### config.mk
export PLATFORM = sky130hd
export DESIGN_NAME = sec_encoder_24bits_clk
export DESIGN_NICKNAME = d
export VERILOG_FILES = /design/src/rtl/sec_encoder_24bits_clk.sv
export SDC_FILE = /design/constraint.sdc
export NUM_CORES = 1
export LEC_CHECK = 0
export CORE_AREA = 3 3 111 70
export DETAILED_ROUTE_END_ITERATION = 10
export DIE_AREA = 0 0 114 73
export PLACE_DENSITY = 0.85
export SYNTH_ARGS = -nofsm -noshare
export SYNTH_HDL_FRONTEND = slang
export SYNTH_SLANG_ARGS = --single-unit
### constraint.sdc
create_clock -name clk -period 3.1 [get_ports clk]
set_clock_uncertainty 0.1 [all_clocks]
set_input_delay 0.31 -clock clk [delete_from_list [all_inputs] [get_ports clk]]
set_output_delay 0.31 -clock clk [all_outputs]
set_load 0.01 [all_outputs]
### src/rtl/sec_encoder_24bits_clk.sv
// Bit-serial Hamming(29,24) SEC encoder: one data bit per cycle, codeword valid 24 edges after accept.
// Optional SEC_OVERALL_PARITY_EN adds even overall parity in W[29]; holds W/out_valid until out_ready.
module sec_encoder_24bits_clk #(
    parameter int D_BITS = 24,
    parameter int W_BITS = 32,
    parameter int P_BITS = 5
) (
    input  logic              clk,
    input  logic              rst,
    input  logic              in_valid,
    output logic              in_ready,
    input  logic [D_BITS-1:0] D,
    output logic              out_valid,
    input  logic              out_ready,
    output logic [W_BITS-1:0] W,
    output logic              busy
);
    localparam int N_POS = D_BITS + P_BITS;

    typedef enum logic [1:0] {S_IDLE, S_CALC, S_HOLD} state_t;

    state_t              r_state;
    logic [D_BITS-1:0]   r_dreg;
    logic [P_BITS-1:0]   r_cnt;
    logic [P_BITS-1:0]   r_pos;
    logic [P_BITS-1:0]   r_acc;
    logic [W_BITS-1:0]   r_w;
    logic                r_in_ready;
    logic                r_out_valid;
    logic                r_busy;

    logic [P_BITS-1:0]   w_pos_inc;
    logic [P_BITS-1:0]   w_pos_next;
    logic [P_BITS-1:0]   w_acc_next;
    logic [D_BITS-1:0]   w_d_orig;
    logic [N_POS-1:0]    w_code;
    logic [W_BITS-1:0]   w_code_full;

    // Position counter skips powers of two, which are reserved for check bits.
    assign w_pos_inc  = r_pos + P_BITS'(1);
    assign w_pos_next = ((w_pos_inc & (w_pos_inc - P_BITS'(1))) == '0) ? r_pos + P_BITS'(2) : w_pos_inc;
    assign w_acc_next = r_acc ^ (r_dreg[0] ? r_pos : '0);

    // The data register rotates; one more rotation on the last edge restores the captured word.
    assign w_d_orig = {r_dreg[0], r_dreg[D_BITS-1:1]};

    for (genvar p = 1; p <= N_POS; p++) begin : g_map
        if ((p & (p - 1)) == 0) begin : g_chk
            assign w_code[p-1] = w_acc_next[$clog2(p)];
        end else begin : g_dat
            assign w_code[p-1] = w_d_orig[p-1-$clog2(p)];
        end
    end

    assign w_code_full[N_POS-1:0] = w_code;
    assign w_code_full[W_BITS-1:N_POS+1] = '0;
`ifdef SEC_OVERALL_PARITY_EN
    assign w_code_full[N_POS] = ^w_code;
`else
    assign w_code_full[N_POS] = 1'b0;
`endif

    always_ff @(posedge clk or posedge rst) begin
        if (rst) begin
            r_state     <= S_IDLE;
            r_dreg      <= '0;
            r_cnt       <= '0;
            r_pos       <= '0;
            r_acc       <= '0;
            r_w         <= '0;
            r_in_ready  <= 1'b1;
            r_out_valid <= 1'b0;
            r_busy      <= 1'b0;
        end else begin
            case (r_state)
                S_IDLE: begin
                    if (in_valid) begin
                        r_dreg     <= D;
                        r_cnt      <= '0;
                        r_acc      <= '0;
                        r_pos      <= P_BITS'(3);
                        r_in_ready <= 1'b0;
                        r_busy     <= 1'b1;
                        r_state    <= S_CALC;
                    end
                end
                S_CALC: begin
                    if (r_cnt > P_BITS'(D_BITS - 1)) begin
                        r_in_ready <= 1'b1;
                        r_busy     <= 1'b0;
                        r_state    <= S_IDLE;
                    end else begin
                        r_dreg <= {r_dreg[0], r_dreg[D_BITS-1:1]};
                        r_acc  <= w_acc_next;
                        r_pos  <= w_pos_next;
                        r_cnt  <= r_cnt + P_BITS'(1);
                        if (r_cnt == P_BITS'(D_BITS - 1)) begin
                            r_w         <= w_code_full;
                            r_out_valid <= 1'b1;
                            r_busy      <= 1'b0;
                            r_state     <= S_HOLD;
                        end
                    end
                end
                S_HOLD: begin
                    if (out_ready) begin
                        r_out_valid <= 1'b0;
                        r_in_ready  <= 1'b1;
                        r_state     <= S_IDLE;
                    end
                end
                default: begin
                    r_out_valid <= 1'b0;
                    r_in_ready  <= 1'b1;
                    r_busy      <= 1'b0;
                    r_state     <= S_IDLE;
                end
            endcase
        end
    end

    assign in_ready  = r_in_ready;
    assign out_valid = r_out_valid;
    assign busy      = r_busy;
    assign W         = r_w;
endmodule

# --- Word-level counts from Yosys, hierarchy flattened ---
# Index checks and enable logic that the tools add are counted.
word_totals:
  in_bits: 28
  reg_bits: 73
  out_inout_bits: 35
  elab_cells: 67
op_classes:
  n_reduce_logical: 9
  n_addsub: 4
  magnitude_cmp: 1
  n_mux: 30
  bitwise_logic: 5
  eq_ne: 9
op_table:
  columns: ["cell", "count"]
  rows:
  - ["two-way mux 24 bit", 2]
  - ["one-hot mux 24 bit (2 select lines)", 1]
  - ["two-way mux 5 bit", 7]
  - ["one-hot mux 5 bit (2 select lines)", 3]
  - ["AND reduction 3 bit", 5]
  - ["adder 5 x 1 -> 5 bit (second input constant)", 2]
  - ["!= test 2 bit (second input constant)", 5]
  - ["two-way mux 1 bit", 9]
  - ["one-hot mux 1 bit (3 select lines)", 3]
  - ["two-way mux 2 bit", 4]
  - ["one-hot mux 2 bit (3 select lines)", 1]
  - ["adder 5 x 2 -> 5 bit (second input constant)", 1]
  - ["AND 5 bit", 1]
  - ["== test 5 bit (second input constant)", 1]
  - ["greater-than comparator 5 bit (second input constant)", 1]
  - ["zero test 5 bit", 1]
  - ["subtractor 5 x 1 -> 5 bit (second input constant)", 1]
  - ["XOR 5 bit", 1]
  - ["AND reduction 4 bit", 1]
  - ["!= test 3 bit (second input constant)", 1]
  - ["NOT 1 bit", 3]
  - ["== test 2 x 1 -> 1 bit (second input constant)", 1]
  - ["== test 2 bit (second input constant)", 1]
  - ["zero test 2 bit", 1]
  - ["nonzero test 2 bit", 1]

# --- Longest topological paths before layout ---
# Gate-level depths: netlist of run 1.
logic_depth:
  depth_word: 7
  mapped_depth: 9
  ltp_nobuf: 7

# --- Worst setup path before layout of run 1 ---
# No wires, ideal clock.
synth_timing:
  kind: "reg-to-reg"
  from: "register r_pos[0]"
  to: "register r_pos[4]"
  path_buffers: 0
  path_stages_with_launch: 8
  required_time_ps: 2914
  t_arrival_ps: 1932
  setup_ps: 86
  path_slack_ps: 982
  period_less_slack_ps: 2118
  cell_sequence: "dfrtp_1 inv_1 ha_1 o21ai_0 a221oi_2 nand2_4 a221o_1 a32oi_1"
synth_via:
  elab_chain_len: 7
  word_cells_on_any_way: 8
  classes_between: "add/sub: 3; mux: 3; bitwise: 1; reduce/logical: 1"
synth_rtl:
  columns: ["element", "line_no", "text"]
  rows:
  - ["start: declaration", "25", "logic [P_BITS-1:0] r_pos;"]
  - ["start signal: assignment", "95", "r_pos <= w_pos_next;"]
  - ["adder 5 x 1 -> 5 bit", "40", "assign w_pos_inc = r_pos + P_BITS'(1);"]
  - ["subtractor 5 x 1 -> 5 bit", "41", "assign w_pos_next = ((w_pos_inc & (w_pos_inc - P_BITS'(1))) == '0) ? r_pos + P_BITS'(2) : w_pos_inc;"]
  - ["AND 5 bit", "41", null]
  - ["zero test 5 bit", "41", null]
  - ["two-way mux 5 bit (*)", "41", null]
  - ["two-way mux 5 bit (*)", "88", "if (r_cnt > P_BITS'(D_BITS - 1)) begin"]
  - ["one-hot mux 5 bit (2 select lines) (*)", "75", "case (r_state)"]
# Mark *: on every way between the ends. The rest lies on a longest branch, timed or not. The select of a mux whose other input is x is not followed.
# A chain may end at the register's enable or synchronous reset.

# --- Final worst setup path of run 1 ---
# Same ends and word-level chain as after synthesis.

==> results of run 1 <==
-- report_power, final --
group,leakage [nW],internal [W],switching [W]
registers,0.927,0.00139,0.000410
clock network,0.155,0.000704,0.000395
logic,0.924,0.000954,0.000981
-- cell type report --
cell class                 instances  area share
clock buffer                       9      0.0516
multi-input combinational        214       0.326
clock inverter                     7      0.0218
sequential                        73       0.419
inverter                           6     0.00832
timing repair buffer              65       0.149
tap                               87      0.0250
-- critical path: stages, from the launching register on --
cell and delay [ps]:
sky130_fd_sc_hd__dfrtp_1 510, sky130_fd_sc_hd__inv_1 140, sky130_fd_sc_hd__ha_1 350, sky130_fd_sc_hd__o21ai_0 150, sky130_fd_sc_hd__a221oi_2 380, sky130_fd_sc_hd__nand2_4 140
sky130_fd_sc_hd__a221o_1 330, sky130_fd_sc_hd__a32oi_1 190
-- how the worst min path moves through the flow --
stage	from	to	slack (ps)
finish	rst	W[24]	280
global route	rst	r_dreg[21]	330
CTS	rst	W[22]	300
detailed placement	out_valid	out_valid	370
global placement	W[19]	W[19]	370
floorplan	D[10]	r_dreg[10]	340
-- metal layers --
layer  part of all wire  GRT usage  up-vias
met3              0.065     0.0655        8
li1                   -          -     1209
met2               0.45      0.306       84
met4             0.0069     0.0382        0
met5                  0          0        -
met1               0.48      0.285     1266
-- synthesized netlist by cell type, types with 2 or more instances --
master                     count
sky130_fd_sc_hd__nand2_4       2
sky130_fd_sc_hd__o31ai_1       5
sky130_fd_sc_hd__o22a_1        2
sky130_fd_sc_hd__ha_1          5
sky130_fd_sc_hd__nor2_1       18
sky130_fd_sc_hd__a21o_1        3
sky130_fd_sc_hd__a211oi_1      2
sky130_fd_sc_hd__dfrtp_1      72
sky130_fd_sc_hd__buf_4         4
sky130_fd_sc_hd__inv_1         4
sky130_fd_sc_hd__nand2b_1      2
sky130_fd_sc_hd__buf_2        11
sky130_fd_sc_hd__o21ai_1       6
sky130_fd_sc_hd__mux2i_1       3
sky130_fd_sc_hd__nand2_1      60
sky130_fd_sc_hd__a22oi_1      20
sky130_fd_sc_hd__nor2b_1       2
sky130_fd_sc_hd__clkbuf_1      8
sky130_fd_sc_hd__xor2_1        7
sky130_fd_sc_hd__a21oi_1      14
sky130_fd_sc_hd__nor2_2        2
sky130_fd_sc_hd__o21ai_0       4
sky130_fd_sc_hd__a41oi_1       2
sky130_fd_sc_hd__mux2_1       24
sky130_fd_sc_hd__nand3_1       2
sky130_fd_sc_hd__a31oi_1       8
-- kinds of logic (layout without fill, tap and decap cells) --
family,after synthesis,in the layout,synth area share
multiplexers,27,27,0.0886
AO/OA/AOI/OAI,75,75,0.158
flip-flops,73,73,0.540
XOR/XNOR,9,9,0.0255
buffers and inverters,30,87,0.0462
AND/OR/NAND/NOR,95,95,0.123
other,1,3,0.00111
adder cells (fa/ha/maj),5,5,0.0185
-- sequential cells by signal, summed over array words and instances (netlist names) --
name / count
busy: 1
in_ready: 1
W: 29
r_pos: 5
r_acc: 5
r_cnt: 5
r_dreg: 24
r_state: 2
out_valid: 1
-- per-stage QoR --
step	utilization	setup slack [ps]	cell area, um2
2_1_floorplan	-	838	3400
3_3_place_gp	0.600	883	4040
3_5_place_dp	0.600	755	4040
4_1_cts	0.648	750	4360
5_1_grt	0.648	548	4360
6_report	0.648	731	4360
==> flow_summary.toml, run 1 <==
[floorplanning]
die-area_um2 = 8320
die_w_um = 114
num_io_pins = 63
core.rowCount = 23
height_of_the_chip_um = 73
initial_core_util = 0.503
placeableCoreArea_um2 = 6730

[worst_setup_path]
critical_path.reg2reg.startpoint = "r_pos[0]"
timing.critical_path.arrival_ps = 2510
critical_path.startpoint = "r_pos[0]"
worst_r2r_path_depth = 7
timing.critical_path.from_type = "flip-flop"
ff2ff_setup_slack_ps = 730
critical_path_required_ps = 3250
critPathCaptureType = "flip-flop"
timing.critical_path.fanout_max = 10
critical_path.reg2reg.endpoint = "r_pos[4]"
worstSetupPathType = "flip-flop to flip-flop"
setup.worst_path.end = "r_pos[4]"

[clocking]
cts_repair_resize_count = 0
cts_made_buffers = 9
clkSinkCount = 73
post-cts-setup-buffers = 0
worstSkewPairLatency_ps = 330
cts-root-to-sink-buffers = 2
path_clk_slew_ps = 60
tritoncts_clock_tree = "yes"
clk_root_buffer_cell = "sky130_fd_sc_hd__clkbuf_16"
htreeDepth = 3
cts-hold-fix-buffers = 0

[layout]
mostFrequentLayoutCells = "sky130_fd_sc_hd__dfrtp_1, sky130_fd_sc_hd__nand2_1, sky130_fd_sc_hd__clkdlybuf4s50_1"
instances_no_fill = 461
post_route_cells_drive_above_1_share = 0.0989
finalNetCount = 402
syn_to_final_growth_pct = 28.7
mostFrequentLayoutCell = "sky130_fd_sc_hd__dfrtp_1"
multi_input_area_um2 = 1420
fill_cells = 533
area.sequential_um2 = 1830
antenna_cells = 0

[routing]
routed_via_density = 5.57
drtPass1Iterations = 4
antenna_violating_nets_post_route = 0
drc = 0
drt-total-wl_um = 7670
vias = 2567
routedWlPerCell_um = 16.6
drt_iter0_markers = 180

[sta]
worst_pin_slew_ps = 787
period_share = 0.764
grt_setup_unrepaired = "false"
finalHoldWorstSlack_ps = 284
setup_total_negative_slack_ps = 0
slew_headroom = 0.474
final_hold_viol_count = 0
clock.fmax_mhz = 422
finalSetupViolCount = 0
timing.final.max_slew_violations = 0
min_period_ps = 2370

[placed_design]
dp_cells = 445
port_buffers = 59
hpwl_um = 5200
gp_routability_congestion = 0.943

[power]
ir_drop_v = 0.000523
power_leakage_nw = 2.01
powerDensity_nw_per_um2 = 1110
totalPowerFinal_w = 0.00483

[yosys]
synthCells = 315
flip_flop_cell_with_the_highest_count_after_synthesis = "sky130_fd_sc_hd__dfrtp_1"
post_synth_edffs = 0
synth_top_cells_by_area = "sky130_fd_sc_hd__dfrtp_1, sky130_fd_sc_hd__mux2_1, sky130_fd_sc_hd__nand2_1"
synth_sequential_area_ratio = 0.540
yosysTopAreaCell = "sky130_fd_sc_hd__dfrtp_1"
post_synth.cell_area_avg_um2 = 10.8
syn_area_um2 = 3390
synth_register_bits = 73
synth.yosys.warnings = 0
yosys.area.top_type_share = 0.532
synth_cell_types = 49
synthArstFlopShare = 1.00

[grt]
grt_pass1_wl_um = 13000
antenna_found_initial = 0
grt_max_degree = 74
first_global_vias = 2585
globalRouteTotalUtil = 0.201
global_route.overflow_total = 0

[flow_run]
max_cap_viol_count = 0

[worst_hold_path]
hold_path.class = "input port to asynchronous set/reset pin"

[status]
outcome = "finished clean"
Note: power is estimated with default switching activity, not from simulation.
==> run 2: changes to the inputs <==
--- a/config.mk
+++ b/config.mk
@@ -5,10 +5,10 @@
 export SDC_FILE = /design/constraint.sdc
 export NUM_CORES = 1
 export LEC_CHECK = 0
-export CORE_AREA = 3 3 111 70
+export CORE_AREA = 3 3 114 72
 export DETAILED_ROUTE_END_ITERATION = 10
-export DIE_AREA = 0 0 114 73
-export PLACE_DENSITY = 0.85
+export DIE_AREA = 0 0 117 75
+export PLACE_DENSITY = 0.84
 export SYNTH_ARGS = -nofsm -noshare
 export SYNTH_HDL_FRONTEND = slang
 export SYNTH_SLANG_ARGS = --single-unit
==> constraint.sdc (replaced) <==
create_clock -name clk -period 2.15 [get_ports clk]
set_clock_uncertainty 0.1 [all_clocks]
set_input_delay 0.215 -clock clk [delete_from_list [all_inputs] [get_ports clk]]
set_output_delay 0.215 -clock clk [all_outputs]
set_load 0.01 [all_outputs]
==> flow_summary.toml, run 2 (synthesized netlist as in run 1, its figures left out) <==
[floorplanning]
initial_core_util = 0.470
core.rowCount = 24
height_of_the_chip_um = 75
die_w_um = 117
num_io_pins = 63
placeableCoreArea_um2 = 7210
die-area_um2 = 8780

[worst_setup_path]
timing.critical_path.from_type = "flip-flop"
timing.critical_path.arrival_ps = 2300
worst_r2r_path_depth = 6
critPathCaptureType = "flip-flop"
critical_path_required_ps = 2300
timing.critical_path.fanout_max = 7
worstSetupPathType = "flip-flop to flip-flop"

[status]
outcome = "finished clean"

[layout]
syn_to_final_growth_pct = 35.5
fill_cells = 577
finalNetCount = 418
post_route_cells_drive_above_1_share = 0.167
mostFrequentLayoutCell = "sky130_fd_sc_hd__dfrtp_1"
largest_register_ff_count = 29
antenna_cells = 0
finish.utilization = 0.637
mostFrequentLayoutCells = "sky130_fd_sc_hd__dfrtp_1, sky130_fd_sc_hd__nand2_1, sky130_fd_sc_hd__clkdlybuf4s50_1"

[power]
power_leakage_nw = 2.07
ir_drop_v = 0.000682
powerDensity_nw_per_um2 = 1620
totalPowerFinal_w = 0.00745

[placed_design]
gp_routability_congestion = 0.784
port_buffers = 59
hpwl_um = 5410
post-place-ws_ps = -65.1

[clocking]
cts-root-to-sink-buffers = 2
htreeDepth = 3
tritoncts_clock_tree = "yes"
cts_made_buffers = 9
clk_root_buffer_cell = "sky130_fd_sc_hd__clkbuf_16"
clkSinkCount = 73
path_clk_slew_ps = 60
worstSkewPairLatency_ps = 330

[sta]
slew_headroom = 0.575
min_period_ps = 2150
timing.final.max_slew_violations = 0
finalHoldWorstSlack_ps = 236
final_hold_viol_count = 0
worst_pin_slew_ps = 636
finalSetupViolCount = 0
period_share = 0.999
clock.fmax_mhz = 465
setup_total_negative_slack_ps = 0
worst_slack_ps = 1.32

[grt]
globalRouteTotalUtil = 0.193
first_global_vias = 2497
grt_max_degree = 74
grt_pass1_wl_um = 12800
global_route.overflow_total = 0
antenna_found_initial = 0

[routing]
routedWlPerCell_um = 17.3
antenna_violating_nets_post_route = 0
routed_via_density = 5.50
drt_iter0_markers = 231
drtPass1Iterations = 5
drt-total-wl_um = 8340
drc = 0
vias = 2647

[flow_run]
max_cap_viol_count = 0

[worst_hold_path]
hold_path.class = "input port to asynchronous set/reset pin"
-- run 2: changes by cell type in the layout (fill, tap and decap cells not counted), moves of 3 or more --
cell	previous run	this run
sky130_fd_sc_hd__ha_4	0	4
sky130_fd_sc_hd__ha_1	5	1
sky130_fd_sc_hd__buf_6	0	3
sky130_fd_sc_hd__buf_4	5	18
-- run 2: what timing repair did --
item,in CTS,in global routing
resized for setup,2,23
pin swaps,1,9
hold buffers,0,0
gates cloned,0,0
buffers inserted,4,6
endpoints found under the setup margin,2,15
-- run 2: per-layer routing --
metal | global-route usage | vias up | part of all wire
met5 | 0 | - | 0
met4 | 0.0547 | 0 | 0.0091
met3 | 0.0618 | 8 | 0.071
met2 | 0.284 | 104 | 0.44
met1 | 0.277 | 1288 | 0.48
li1 | - | 1247 | -
-- run 2: final timing paths --
kind                       startpoint         to  slack, ps
min                               rst       W[2]        240
max                          r_pos[1]   r_pos[4]          1
max in group asynchronous         rst   in_ready       1360
min in group clk                 D[0]  r_dreg[0]        360
min reg2reg                      W[6]       W[6]        380
max reg2reg                  r_pos[1]   r_pos[4]          1
-- run 2: cell type report --
| type | instances | area [um2] | share of cell area |
|---|---|---|---|
| clock buffer | 11 | 243 | 0.0529 |
| clock inverter | 5 | 55.1 | 0.0120 |
| inverter | 6 | 42.5 | 0.00927 |
| multi-input combinational | 214 | 1530 | 0.333 |
| sequential | 73 | 1830 | 0.399 |
| tap | 91 | 114 | 0.0248 |
| timing repair buffer | 81 | 779 | 0.170 |
-- run 2: report_power, final --
part	leakage, nW	switching (W)	internal [W]	total [W]
Sequential	0.925	0.000608	0.00201	0.00261
Combinational	1.01	0.00164	0.00172	0.00336
Clock	0.142	0.000555	0.000925	0.00148
Total	2.07	0.00281	0.00465	0.00745
-- run 2: metrics by stage --
stage	area [um2]	cells
6_report	4590	481
5_1_grt	4590	481
4_1_cts	4430	476
3_5_place_dp	4100	456
3_3_place_gp	4100	456
2_1_floorplan	3400	317
-- run 2: worst max-delay path: stages, from the launching register on --
cell                       delay (ps)
sky130_fd_sc_hd__dfrtp_2          500
sky130_fd_sc_hd__ha_4             330
sky130_fd_sc_hd__nor2_2            40
sky130_fd_sc_hd__a221oi_2         430
sky130_fd_sc_hd__nand2_4          140
sky130_fd_sc_hd__a221o_1          340
sky130_fd_sc_hd__a32oi_1          190
